### src/rtl/cia_timer_bank.sv
// cia_timer_bank: NUM_TIMERS cascadable down-counters with shared ICR/IMR on a phi2-qualified 6502 bus.
// Define CIA_TIMER_BANK_PIN_OUT_EN to enable the per-channel tmr_out pulse/toggle outputs.
module cia_timer_bank #(
  parameter int NUM_TIMERS  = 3,
  parameter int TIMER_WIDTH = 16
) (
  input  logic                  clk,
  input  logic                  res,
  input  logic                  phi2_p,
  input  logic                  phi2_n,
  input  logic                  cs_n,
  input  logic                  rw,
  input  logic [7:0]            addr,
  input  logic [7:0]            db_in,
  output logic [7:0]            db_out,
  input  logic                  cnt_in,
  output logic [NUM_TIMERS-1:0] tmr_out,
  output logic                  irq_n
);
  localparam int NBYTES = TIMER_WIDTH / 8;

  logic rd, wr, rd_icr, wr_icr;
  logic [TIMER_WIDTH-1:0] latch_q [NUM_TIMERS];
  logic [TIMER_WIDTH-1:0] latch_d [NUM_TIMERS];
  logic [TIMER_WIDTH-1:0] cnt_q [NUM_TIMERS];
  logic [TIMER_WIDTH-1:0] cnt_d [NUM_TIMERS];
  logic [NUM_TIMERS-1:0]  start_q, start_d, oneshot_q, oneshot_d;
  logic [NUM_TIMERS-1:0]  force_q, force_d, src_q, src_d;
  logic [NUM_TIMERS-1:0]  icr_q, icr_d, imr_q, imr_d, imr_val_q, imr_val_d;
  logic                   imr_pend_q, imr_pend_d, imr_set_q, imr_set_d;
  logic                   clr_pend_q, clr_pend_d, irq_n_q, irq_n_d;
  logic                   cnt_prev_q, cnt_prev_d, cnt_pend_q, cnt_pend_d, cnt_src;
  logic [7:0]             db_out_q, db_out_d, rdata;
  logic [NUM_TIMERS-1:0]  evt, uflow;
  logic                   carry;
`ifdef CIA_TIMER_BANK_PIN_OUT_EN
  logic [NUM_TIMERS-1:0]  pen_q, pen_d, tgl_q, tgl_d, tmr_q, tmr_d;
`endif

  assign rd      = phi2_n & ~cs_n & rw;
  assign wr      = phi2_n & ~cs_n & ~rw;
  assign rd_icr  = rd & (addr == 8'hFF);
  assign wr_icr  = wr & (addr == 8'hFF);
  assign cnt_src = cnt_pend_q | (cnt_in & ~cnt_prev_q);

  // Underflows ripple through the whole chain within the same phi2_p cycle.
  always_comb begin
    evt   = '0;
    uflow = '0;
    carry = cnt_src;
    for (int i = 0; i < NUM_TIMERS; i++) begin
      evt[i]   = phi2_p & start_q[i] & (src_q[i] ? carry : 1'b1);
      uflow[i] = evt[i] & (cnt_q[i] == '0);
      carry    = uflow[i];
    end
  end

  always_comb begin
    rdata = 8'h00;
    for (int i = 0; i < NUM_TIMERS; i++) begin
      for (int b = 0; b < NBYTES; b++)
        if (addr == 8'(4 * i + b)) rdata = cnt_q[i][8*b +: 8];
      if (addr == 8'(128 + i)) begin
        rdata[0] = start_q[i];
        rdata[1] = oneshot_q[i];
        rdata[3] = src_q[i];
`ifdef CIA_TIMER_BANK_PIN_OUT_EN
        rdata[4] = pen_q[i];
        rdata[5] = tgl_q[i];
`endif
      end
    end
    if (addr == 8'hFF) begin
      rdata    = 8'(icr_q);
      rdata[7] = ~irq_n_q;
    end
  end

  always_comb begin
    latch_d    = latch_q;
    cnt_d      = cnt_q;
    start_d    = start_q;
    oneshot_d  = oneshot_q;
    force_d    = force_q;
    src_d      = src_q;
    icr_d      = icr_q;
    imr_d      = imr_q;
    imr_val_d  = imr_val_q;
    imr_pend_d = imr_pend_q;
    imr_set_d  = imr_set_q;
    clr_pend_d = clr_pend_q;
    irq_n_d    = irq_n_q;
    cnt_prev_d = cnt_in;
    cnt_pend_d = phi2_p ? 1'b0 : cnt_src;
    db_out_d   = rd ? rdata : db_out_q;
`ifdef CIA_TIMER_BANK_PIN_OUT_EN
    pen_d      = pen_q;
    tgl_d      = tgl_q;
    tmr_d      = tmr_q;
`endif

    if (phi2_p) begin
      for (int i = 0; i < NUM_TIMERS; i++) begin
        if (force_q[i] || uflow[i]) cnt_d[i] = latch_q[i];
        else if (evt[i])            cnt_d[i] = cnt_q[i] - TIMER_WIDTH'(1);
        if (uflow[i] && oneshot_q[i]) start_d[i] = 1'b0;
`ifdef CIA_TIMER_BANK_PIN_OUT_EN
        tmr_d[i] = tgl_q[i] ? (tmr_q[i] ^ uflow[i]) : uflow[i];
`endif
      end
      force_d = '0;
      if (imr_pend_q)
        imr_d = imr_set_q ? (imr_q | imr_val_q) : (imr_q & ~imr_val_q);
      imr_pend_d = 1'b0;
      // Events in the clearing tick survive; irq_n only looks at the previous icr.
      icr_d = (clr_pend_q ? {NUM_TIMERS{1'b0}} : icr_q) | uflow;
      if (clr_pend_q)            irq_n_d = 1'b1;
      else if (|(imr_q & icr_q)) irq_n_d = 1'b0;
      clr_pend_d = 1'b0;
    end

    // Bus writes come last so a control write overrides a one-shot stop.
    for (int i = 0; i < NUM_TIMERS; i++) begin
      for (int b = 0; b < NBYTES; b++)
        if (wr && addr == 8'(4 * i + b)) latch_d[i][8*b +: 8] = db_in;
      if (wr && addr == 8'(4 * i + NBYTES - 1) && !start_q[i]) cnt_d[i] = latch_d[i];
      if (wr && addr == 8'(128 + i)) begin
        start_d[i]   = db_in[0];
        oneshot_d[i] = db_in[1];
        force_d[i]   = db_in[2];
        src_d[i]     = db_in[3];
`ifdef CIA_TIMER_BANK_PIN_OUT_EN
        pen_d[i]     = db_in[4];
        tgl_d[i]     = db_in[5];
        if (db_in[0] && !start_q[i] && db_in[5]) tmr_d[i] = 1'b1;
`endif
      end
    end
    if (wr_icr) begin
      imr_pend_d = 1'b1;
      imr_set_d  = db_in[7];
      imr_val_d  = db_in[NUM_TIMERS-1:0];
    end
    if (rd_icr) clr_pend_d = 1'b1;
  end

  always_ff @(posedge clk or posedge res) begin
    if (res) begin
      for (int i = 0; i < NUM_TIMERS; i++) begin
        latch_q[i] <= '1;
        cnt_q[i]   <= '1;
      end
      start_q    <= '0;
      oneshot_q  <= '0;
      force_q    <= '0;
      src_q      <= '0;
      icr_q      <= '0;
      imr_q      <= '0;
      imr_val_q  <= '0;
      imr_pend_q <= 1'b0;
      imr_set_q  <= 1'b0;
      clr_pend_q <= 1'b0;
      irq_n_q    <= 1'b1;
      cnt_prev_q <= 1'b0;
      cnt_pend_q <= 1'b0;
      db_out_q   <= 8'h00;
    end else begin
      latch_q    <= latch_d;
      cnt_q      <= cnt_d;
      start_q    <= start_d;
      oneshot_q  <= oneshot_d;
      force_q    <= force_d;
      src_q      <= src_d;
      icr_q      <= icr_d;
      imr_q      <= imr_d;
      imr_val_q  <= imr_val_d;
      imr_pend_q <= imr_pend_d;
      imr_set_q  <= imr_set_d;
      clr_pend_q <= clr_pend_d;
      irq_n_q    <= irq_n_d;
      cnt_prev_q <= cnt_prev_d;
      cnt_pend_q <= cnt_pend_d;
      db_out_q   <= db_out_d;
    end
  end

`ifdef CIA_TIMER_BANK_PIN_OUT_EN
  always_ff @(posedge clk or posedge res) begin
    if (res) begin
      pen_q <= '0;
      tgl_q <= '0;
      tmr_q <= '0;
    end else begin
      pen_q <= pen_d;
      tgl_q <= tgl_d;
      tmr_q <= tmr_d;
    end
  end

  assign tmr_out = tmr_q & pen_q;
`else
  assign tmr_out = '0;
`endif

  assign db_out = db_out_q;
  assign irq_n  = irq_n_q;
endmodule

### config.mk
export PLATFORM = sky130hd
export DESIGN_NAME = cia_timer_bank
export DESIGN_NICKNAME = d
export VERILOG_FILES = /design/src/rtl/cia_timer_bank.sv
export SDC_FILE = /design/constraint.sdc
export NUM_CORES = 1
export LEC_CHECK = 0
export CAP_MARGIN = 20
export CORE_ASPECT_RATIO = 1.2
export CORE_MARGIN = 2
export CORE_UTILIZATION = 45
export DETAILED_ROUTE_END_ITERATION = 10
export PLACE_DENSITY = 0.72
export SYNTH_ARGS = -nofsm -noshare
export SYNTH_HDL_FRONTEND = slang
export SYNTH_SLANG_ARGS = --single-unit
### constraint.sdc
create_clock -name clk -period 8.2 [get_ports clk]
set_input_delay 1.64 -clock clk [delete_from_list [all_inputs] [get_ports clk]]
set_output_delay 1.64 -clock clk [all_outputs]
set_load 0.1 [all_outputs]
==> results.toml, run 1 <==
[yosys]
ys_async_sr_fraction = 1.000
synthTopCellsByArea = "dfstp_2 (33%), dfrtp_1 (11%), mux2_2 (9.1%)"
synth_most_common_cell = "dfstp_2"
netlist.area_leader.share = 0.3334
yosysSeqAreaShare = 0.4448
synthXorXnorAreaFrac = 0.01490
syn_area_um2 = 7644
synthMuxAreaShare = 0.1097
avgSynthCellArea_um2 = 9.675
synth-simple-area-share = 0.1768
synth_fa_ha_area_frac = 0.008185
synth-edff-count = 0
synth_commonest_cells = "dfstp_2 (97), nand2_1 (81), nor2_1 (71)"
synth_top_family_by_area = "compound AO/OA/AOI/OAI gates"
synth_warnings = 0
synth_top_area_cell = "dfstp_2"
synth-main-ff-cell = "dfstp_2"
syn_inst = 790
synth_compound_area_frac = 0.1979
ys_types = 81
ys_ff_latch = 131

[grt]
grt-ovfl-total = 0
grt_antenna_before_repair = 0
grt_max_degree = 74
grtUsageTotal = 0.2390
grt_pass1_wl_um = 33410
grt_pass1_vias = 6123

[cells_and_area]
fin_cells = 1027
antenna_cells = 0
drive_above_1_share = 0.2799
fin_nets = 826
fin_util = 0.5175
areaGrowthSynthToFinish_pct = 13.21
final.fill_count = 1476

[routing]
routed-via-count = 6348
drt_iter0_markers = 867
vias_per_cell = 6.181
routed_wl_um = 20970
route.antenna.remaining_nets = 0
post_drt_wl_per_cell_um = 20.42
drtPass1Iterations = 6
drcViolationCount = 0

[sta]
worst_pin_slew_ps = 1062
hold_viol_final = 0
fin_worst_skew_ps = 9.014
drv_slew = 0
setup-violations-final = 0
slew_headroom = 0.2919
rsz0062_at_grt = "no"
fin_crit_sh = 0.5535
tns_ps = 0
max_freq_mhz = 220.3
fin_crit_ps = 4539

[clock_tree]
cts_resized = 0
clk_pin_slew_ps = 60
postCtsHoldBufs = 0
clock_latency_ps = 420
cts_tree = "built"
htreeDepth = 4
cts.sinks = 131
post-cts-setup-buffer-count = 0
ctsLongestPathBuffers = 2
clk_root_buffer_cell = "clkbuf_16"
cts_inserted_buffers = 17

[placed_design]
detailedPlacementHpwl_um = 14070
place_inst = 994
gp_congestion = 0.9078
io_buffers = 31

[floorplan]
rows = 52
coreArea_um2 = 16720
die_width_um = 123.0
fp.dieArea_um2 = 18050
ios = 35
die_h_um = 146.8
start_util = 0.4571

[hold_path]
min_path_type = "reg2reg"

[critical_path]
crit_type = "in2reg"
arrival_ps = 4890
critPathRequiredTime_ps = 8550
endpoint_kind = "flop"
cp_max_fo = 17
startpoint_type = "primary input"

[pwr]
ir_drop_v = 0.0001337
p_per_area_nw_per_um2 = 249.4
leakagePower_nw = 3.552

[flow_run]
drv_cap = 0

[status]
status = "complete, no violations"
## report_power, final
part	total [mW]	internal, mW	leakage [nW]	switching, mW
combinational	0.494	0.200	1.80	0.293
sequential	0.845	0.744	1.45	0.101
clock	0.819	0.525	0.306	0.294
total	2.16	1.47	3.55	0.688
## cell usage in the layout (no fill, tap or decap), drive strengths merged, types with 8 or more instances in the layout
cell,Yosys,routed
nor3,24,24
clkbuf,23,20
nor2,72,72
mux2i,14,14
buf,31,10
or3,8,8
a21oi,26,26
dfrtp,34,34
a21o,8,8
nand2,83,83
a22oi,15,15
a31oi,20,20
or4,9,9
o211ai,10,10
clkdlybuf4s50,0,31
inv,19,19
mux2,62,62
nor4,12,12
dfstp,97,97
o21ai,80,80
nand3,18,18
## worst paths after layout
path	start	slack (ps)	to	cells past startpoint
worst max-delay path	addr[5]	3660	cnt_q[1]$_DFFE_PP1P_	7
worst min-delay path	irq_n$_DFFE_PP1P_	490	irq_n$_DFFE_PP1P_	2
worst max register to register	cnt_q[0]$_DFFE_PP1P_	5090	cnt_q[1]$_DFFE_PP1P_	9
worst min register to register	irq_n$_DFFE_PP1P_	490	irq_n$_DFFE_PP1P_	2
max in group asynchronous	res	5130	src_q[2]$_DFFE_PP0P_	3
min in group asynchronous	res	1690	oneshot_q[0]$_DFFE_PP0P_	2
## metrics by stage
step	hold slack [ps]	power (mW)	setup WS [ps]	cell area [um2]
4_1_cts	496.0	2.159	3673	8648
3_3_place_gp	476.8	1.331	3286	8011
2_1_floorplan	463.6	1.201	3223	7651
5_1_grt	525.2	2.257	3387	8653
6_report	493.8	2.158	3661	8653
3_5_place_dp	483.1	1.336	3239	8011
## critical path, cell delays in order
cell and delay, ps:
clkdlybuf4s50_1 430, or4_1 720, nor4b_4 700, and2b_1 620
a21o_1 160, a31oi_2 140, a221o_1 460
## sequential cells by signal (all words and copies together) (netlist names), named ones only
register,cells
cnt_q,48
start_q,3
latch_q,48
clr_pend_q,1
icr_q,3
imr_set_q,1
imr_pend_q,1
db_out,8
cnt_prev_q,1
src_q,3
imr_val_q,3
irq_n,1
force_q,3
cnt_pend_q,1
oneshot_q,3
## layer usage
metal / vias up / share of wire / wire length (um) / global-route usage
li1: 2936 / - / - / -
met1: 3111 / 0.42 / 8908 / 0.3177
met2: 250 / 0.48 / 10090 / 0.3834
met3: 51 / 0.060 / 1260 / 0.04076
met4: 0 / 0.034 / 710 / 0.1011
met5: - / 0 / 0 / 0
## kinds of logic (layout without fill, tap and decap cells)
group / count (synthesis) / in the layout
flip-flops: 131 / 131
other: 1 / 3
adder cells (fa/ha/maj): 5 / 5
XOR/XNOR: 13 / 13
multiplexers: 76 / 76
AO/OA/AOI/OAI: 226 / 226
AND/OR/NAND/NOR: 265 / 265
buffers and inverters: 73 / 92
## final cells by class
| type | instances | area [um2] | area share |
|---|---|---|---|
| Inverter | 19 | 73.82 | 0.008531 |
| Sequential cell | 131 | 3400 | 0.3929 |
| Clock buffer | 20 | 456.7 | 0.05278 |
| Tap cell | 216 | 270.3 | 0.03123 |
| Timing Repair Buffer | 41 | 382.9 | 0.04425 |
| Multi-Input combinational cell | 588 | 3890 | 0.4495 |
| Clock inverter | 12 | 180.2 | 0.02082 |
Note: power is estimated with default switching activity, not from simulation.
==> run 2: changes to the inputs <==
==> constraint.sdc (replaced) <==
create_clock -name clk -period 4.4 [get_ports clk]
set_input_delay 0.88 -clock clk [delete_from_list [all_inputs] [get_ports clk]]
set_output_delay 0.88 -clock clk [all_outputs]
set_load 0.1 [all_outputs]
==> run 2 against run 1 <==
Net effect:
- utilization increased by 0.70 points
- cell area increased by 1.3%
- critical path depth increased by 2
- clock skew increased by 1.1 ps
- non-clock buffer count increased by 14
- clock-buffer cell count unchanged
- setup slack got worse by 2600 ps
- combinational power increased by 90%
- global-route usage increased by 0.73 points
- sequential cell count unchanged
- register-to-register slack got worse by 3900 ps
- wire length increased by 3.2%
- largest power group unchanged
==> results.toml, run 2 (same netlist as run 1, synthesis figures left out) <==
[pwr]
clkPwrFrac = 0.371
p_int_mw = 2.676
ir_drop_v = 0.0002310
total_power_mw = 3.980
p_per_area_nw_per_um2 = 453.9
combPwrFrac = 0.236
p_sw_mw = 1.305
seqPwrFrac = 0.393
sw_frac_of_total = 0.3278
leakagePower_nw = 3.625

[sta]
fin_worst_skew_ps = 10.15
drv_slew = 0
max_freq_mhz = 296.8
slew_headroom = 0.2438
rsz0062_at_grt = "no"
fin_crit_ps = 3370
worst_pin_slew_ps = 1134
setup-violations-final = 0
hold_viol_final = 0
fin_crit_sh = 0.7658
tns_ps = 0
hold_ws_ps = 499.1

[routing]
drcViolationCount = 0
vias_per_cell = 6.329
post_drt_wl_per_cell_um = 20.78
routed_wl_um = 21640
drtPass1Iterations = 5
route.antenna.remaining_nets = 0
drt_iter0_markers = 814
routed-via-count = 6588

[grt]
grt_pass1_wl_um = 34630
grtUsageTotal = 0.2463
grt_max_degree = 66
grt_antenna_before_repair = 0
grt-ovfl-total = 0
grt_pass1_vias = 6553

[placed_design]
place_inst = 1009
detailedPlacementHpwl_um = 14650
io_buffers = 31
gp_congestion = 0.9576

[clock_tree]
clk_root_buffer_cell = "clkbuf_16"
cts_resized = 0
cts_inserted_buffers = 17
clock_latency_ps = 420
cts_tree = "built"
htreeDepth = 4
post-cts-setup-buffer-count = 0
ctsLongestPathBuffers = 2
postCtsHoldBufs = 0
cts.sinks = 131
clk_pin_slew_ps = 60

[cells_and_area]
layout_common_cells = "dfstp_2 (97), nand2_1 (81), nor2_1 (71)"
fin_nets = 840
antenna_cells = 0
fin_util = 0.5245
drive_above_1_share = 0.2921
areaGrowthSynthToFinish_pct = 14.73
final_common_cell = "dfstp_2"
fin_cells = 1041

[floorplan]
die_h_um = 146.8
fp.dieArea_um2 = 18050
die_width_um = 123.0
ios = 35
rows = 52
coreArea_um2 = 16720
start_util = 0.4571

[critical_path]
crit_path_start = "addr[5]"
critPathRequiredTime_ps = 4740
endpoint_kind = "flop"
arrival_ps = 3710
ff2ff_setup_slack_ps = 1210
r2r-start = "cnt_q[0]$_DFFE_PP1P_"
cp_max_fo = 11
rr_worst_depth = 9
crit_type = "in2reg"
rr_endpoint = "cnt_q[9]$_DFFE_PP1P_"
startpoint_type = "primary input"

[hold_path]
whs_path_depth = 2
min_to = "irq_n$_DFFE_PP1P_"
min-delay-start = "irq_n$_DFFE_PP1P_"
min_path_type = "reg2reg"

[status]
status = "complete, no violations"

[flow_run]
drv_cap = 0
[run 2: worst max-delay path: stages]
cell and delay [ps]:
clkdlybuf4s50_1 440, or4_1 730, nor3_4 370, and3_1 300
nand2_4 130, nor2_2 250, buf_4 240, nor3_1 70
a211o_1 290
[run 2: area by class of cell]
cell class,instances,area [um2]
clock buffer,20,479.2
clock inverter,12,141.4
multi-input combinational,588,3890
tap,216,270.3
sequential,131,3400
timing repair buffer,55,515.5
inverter,19,73.82
fill,1439,7951
[run 2: worst max-delay path by stage]
| stage | end | cells after the start |
|---|---|---|
| after floorplan | async pin | 1 |
| after global placement | cnt_q[22]$_DFFE_PP1P_ | 9 |
| after detailed placement | cnt_q[22]$_DFFE_PP1P_ | 9 |
| after CTS | cnt_q[22]$_DFFE_PP1P_ | 9 |
| after global routing | cnt_q[32]$_DFFE_PP1P_ | 8 |
| final | cnt_q[22]$_DFFE_PP1P_ | 9 |
[run 2: per-stage QoR]
step	area, um2	worst slack (ps)
after detailed placement	8149	650.8
after global routing	8770	915.9
after floorplan	7651	182.8
final	8770	1030
after CTS	8770	1066
after global placement	8149	707.5
[run 2: routing by layer]
layer | routed length, um | global-route usage | vias up
li1 | - | - | 2957
met1 | 8614 | 0.3146 | 3228
met2 | 10360 | 0.3901 | 313
met3 | 1474 | 0.04503 | 90
met4 | 1184 | 0.1398 | 0
met5 | 0 | 0 | -
[run 2: power by group through the flow]
stage / sequential (mW) / combinational, mW / clock [mW]
floorplan: 1.56 / 0.676 / 0
global placement: 1.57 / 0.906 / 0
detailed placement: 1.58 / 0.921 / 0
CTS: 1.56 / 0.932 / 1.49
global route: 1.58 / 1.03 / 1.55
finish: 1.57 / 0.939 / 1.48
==> run 3: changes to the inputs <==
--- a/config.mk
+++ b/config.mk
@@ -10,7 +10,7 @@
 export CORE_MARGIN = 2
 export CORE_UTILIZATION = 45
 export DETAILED_ROUTE_END_ITERATION = 10
-export PLACE_DENSITY = 0.72
+export PLACE_DENSITY = 0.75
 export SYNTH_ARGS = -nofsm -noshare
 export SYNTH_HDL_FRONTEND = slang
 export SYNTH_SLANG_ARGS = --single-unit
==> constraint.sdc (replaced) <==
create_clock -name clk -period 3.05 [get_ports clk]
set_input_delay 0.61 -clock clk [delete_from_list [all_inputs] [get_ports clk]]
set_output_delay 0.61 -clock clk [all_outputs]
set_load 0.1 [all_outputs]
==> run 3 against run 2 <==
Net effect:
- global-route usage is 0.21 points higher
- sequential power is 45% higher
- cell area is 3.7% higher
- critical path depth stayed put
- sequential share of layout area is 1.4 points lower
- via count is 1.8% higher
- worst hold slack worse by 8.0 ps
- register-to-register slack worse by 1000 ps
- critical path type is now reg2reg
- critical endpoint is now cnt_q[30]$_DFFE_PP1P_
- largest power group unchanged
==> results.toml, run 3 (same netlist as run 1, synthesis figures left out) <==
[grt]
grtUsageTotal = 0.2484
grt_max_degree = 76
grt-ovfl-total = 0
grt_pass1_wl_um = 35080
grt_pass1_vias = 6535
grt_antenna_before_repair = 0

[clock_tree]
cts_resized = 0
htreeDepth = 4
cts.sinks = 131
postCtsHoldBufs = 0
post-cts-setup-buffer-count = 0
ctsLongestPathBuffers = 2
clk_pin_slew_ps = 60
cts_tree = "built"
cts_inserted_buffers = 17
clock_latency_ps = 430
clk_root_buffer_cell = "clkbuf_16"

[sta]
rsz0062_at_grt = "no"
max_freq_mhz = 349.6
setup-violations-final = 0
fin_worst_skew_ps = 6.712
fin_crit_sh = 0.9377
fin_crit_ps = 2860
hold_ws_ps = 491.1
slew_headroom = 0.4175
worst_pin_slew_ps = 871.0
hold_viol_final = 0
drv_slew = 0
worst_slack_ps = 189.9

[floorplan]
die_width_um = 123.0
die_h_um = 146.8
rows = 52
fp.dieArea_um2 = 18050
start_util = 0.4571
coreArea_um2 = 16720
ios = 35

[cells_and_area]
final_common_cell = "dfstp_2"
fin_nets = 878
multi_input_area_um2 = 3890
drive_above_1_share = 0.3349
final_area_um2 = 9090
antenna_cells = 0
final.fill_count = 1418
layout_common_cells = "dfstp_2 (97), nand2_1 (81), nor2_1 (71)"
areaGrowthSynthToFinish_pct = 18.92
fin_util = 0.5436
layout.area.seq_um2 = 3400

[placed_design]
dp_slack_ps = -54.02
placed_cell_area_um2 = 8476
io_buffers = 31
detailedPlacementHpwl_um = 15040
gp_congestion = 0.9383

[routing]
route.antenna.remaining_nets = 0
routed_wl_um = 21390
drt_iter0_markers = 688
vias_per_cell = 6.215
drtPass1Iterations = 5
drcViolationCount = 0
post_drt_wl_per_cell_um = 19.83
routed-via-count = 6706

[critical_path]
path_common_cell = "or3_1"
cp_num_buf_inv = 1
cpPeakStageDelay_ps = 690
endpoint_kind = "flop"
startpoint_type = "flop"
crit_type = "reg2reg"
slowest_stage = "or4b_2"
cp_max_fo = 5
cpLargestDelayFamily = "simple AND/OR/NAND/NOR gates"
critPathRequiredTime_ps = 3410
arrival_ps = 3220
crit_path_cell_trace = "inv_1 -> ha_1 -> or4b_2 -> or3_1 -> nor3_1 -> nand2_1 -> a21oi_1 -> or3_1 -> o221a_1"

[flow_run]
drv_cap = 0

[pwr]
leakagePower_nw = 3.834
p_per_area_nw_per_um2 = 629.3
ir_drop_v = 0.0003918

[status]
status = "complete, no violations"

[hold_path]
min_path_type = "reg2reg"
-- run 3: cell count changes in the layout (fill, tap and decap cells not counted) --
cell and delta:
buf_4 +42, clkdlybuf4s50_1 -9, buf_12 +5, clkbuf_1 -1
clkinvlp_4 +1, inv_4 -1, clkbuf_8 +2, bufinv_16 -1
-- run 3: layout make-up --
| class | count | area share |
|---|---|---|
| Multi-Input combinational cell | 588 | 0.4279 |
| Sequential cell | 131 | 0.3740 |
| Timing Repair Buffer | 93 | 0.09250 |
| Clock buffer | 21 | 0.05533 |
| Tap cell | 216 | 0.02973 |
| Clock inverter | 11 | 0.01225 |
| Inverter | 19 | 0.008259 |
-- run 3: power breakdown --
part           leakage, nW  internal, mW  switching [mW]
combinational         2.09         0.562           0.798
sequential            1.45          2.00           0.268
clock                0.297          1.27           0.818
-- run 3: path summary, 6_finish.rpt --
kind | to | cells after the start | startpoint | slack, ps
min in group asynchronous | cnt_prev_q$_DFF_PP0_ | 3 | res | 640
max in group asynchronous | cnt_q[28]$_DFFE_PP1P_ | 3 | res | 2020
setup reg to reg | cnt_q[30]$_DFFE_PP1P_ | 9 | cnt_q[16]$_DFFE_PP1P_ | 190
hold reg to reg | irq_n$_DFFE_PP1P_ | 2 | irq_n$_DFFE_PP1P_ | 490
setup / recovery | cnt_q[30]$_DFFE_PP1P_ | 9 | cnt_q[16]$_DFFE_PP1P_ | 190
hold / removal | irq_n$_DFFE_PP1P_ | 2 | irq_n$_DFFE_PP1P_ | 490
-- run 3: per-layer routing --
metal / vias to the layer above / track usage / routed length, um
li1: 3041 / - / -
met1: 3305 / 0.3169 / 8633
met2: 285 / 0.4050 / 10350
met3: 75 / 0.04076 / 1354
met4: 0 / 0.1244 / 1049
met5: - / 0 / 0
-- run 3: tightest hold or removal path: stages, from the launching register on --
cell	delay, ps
dfstp_2	380
o21ai_0	60
nand2_1	50
-- run 3: through the flow --
stage | TNS, ps | power, mW | instances
finish | 0 | 5.720 | 1079
global route | 0 | 6.003 | 1079
CTS | 0 | 5.727 | 1079
detailed placement | -231.3 | 3.632 | 1047
global placement | -7.969 | 3.602 | 1047
floorplan | 0 | 3.230 | 792
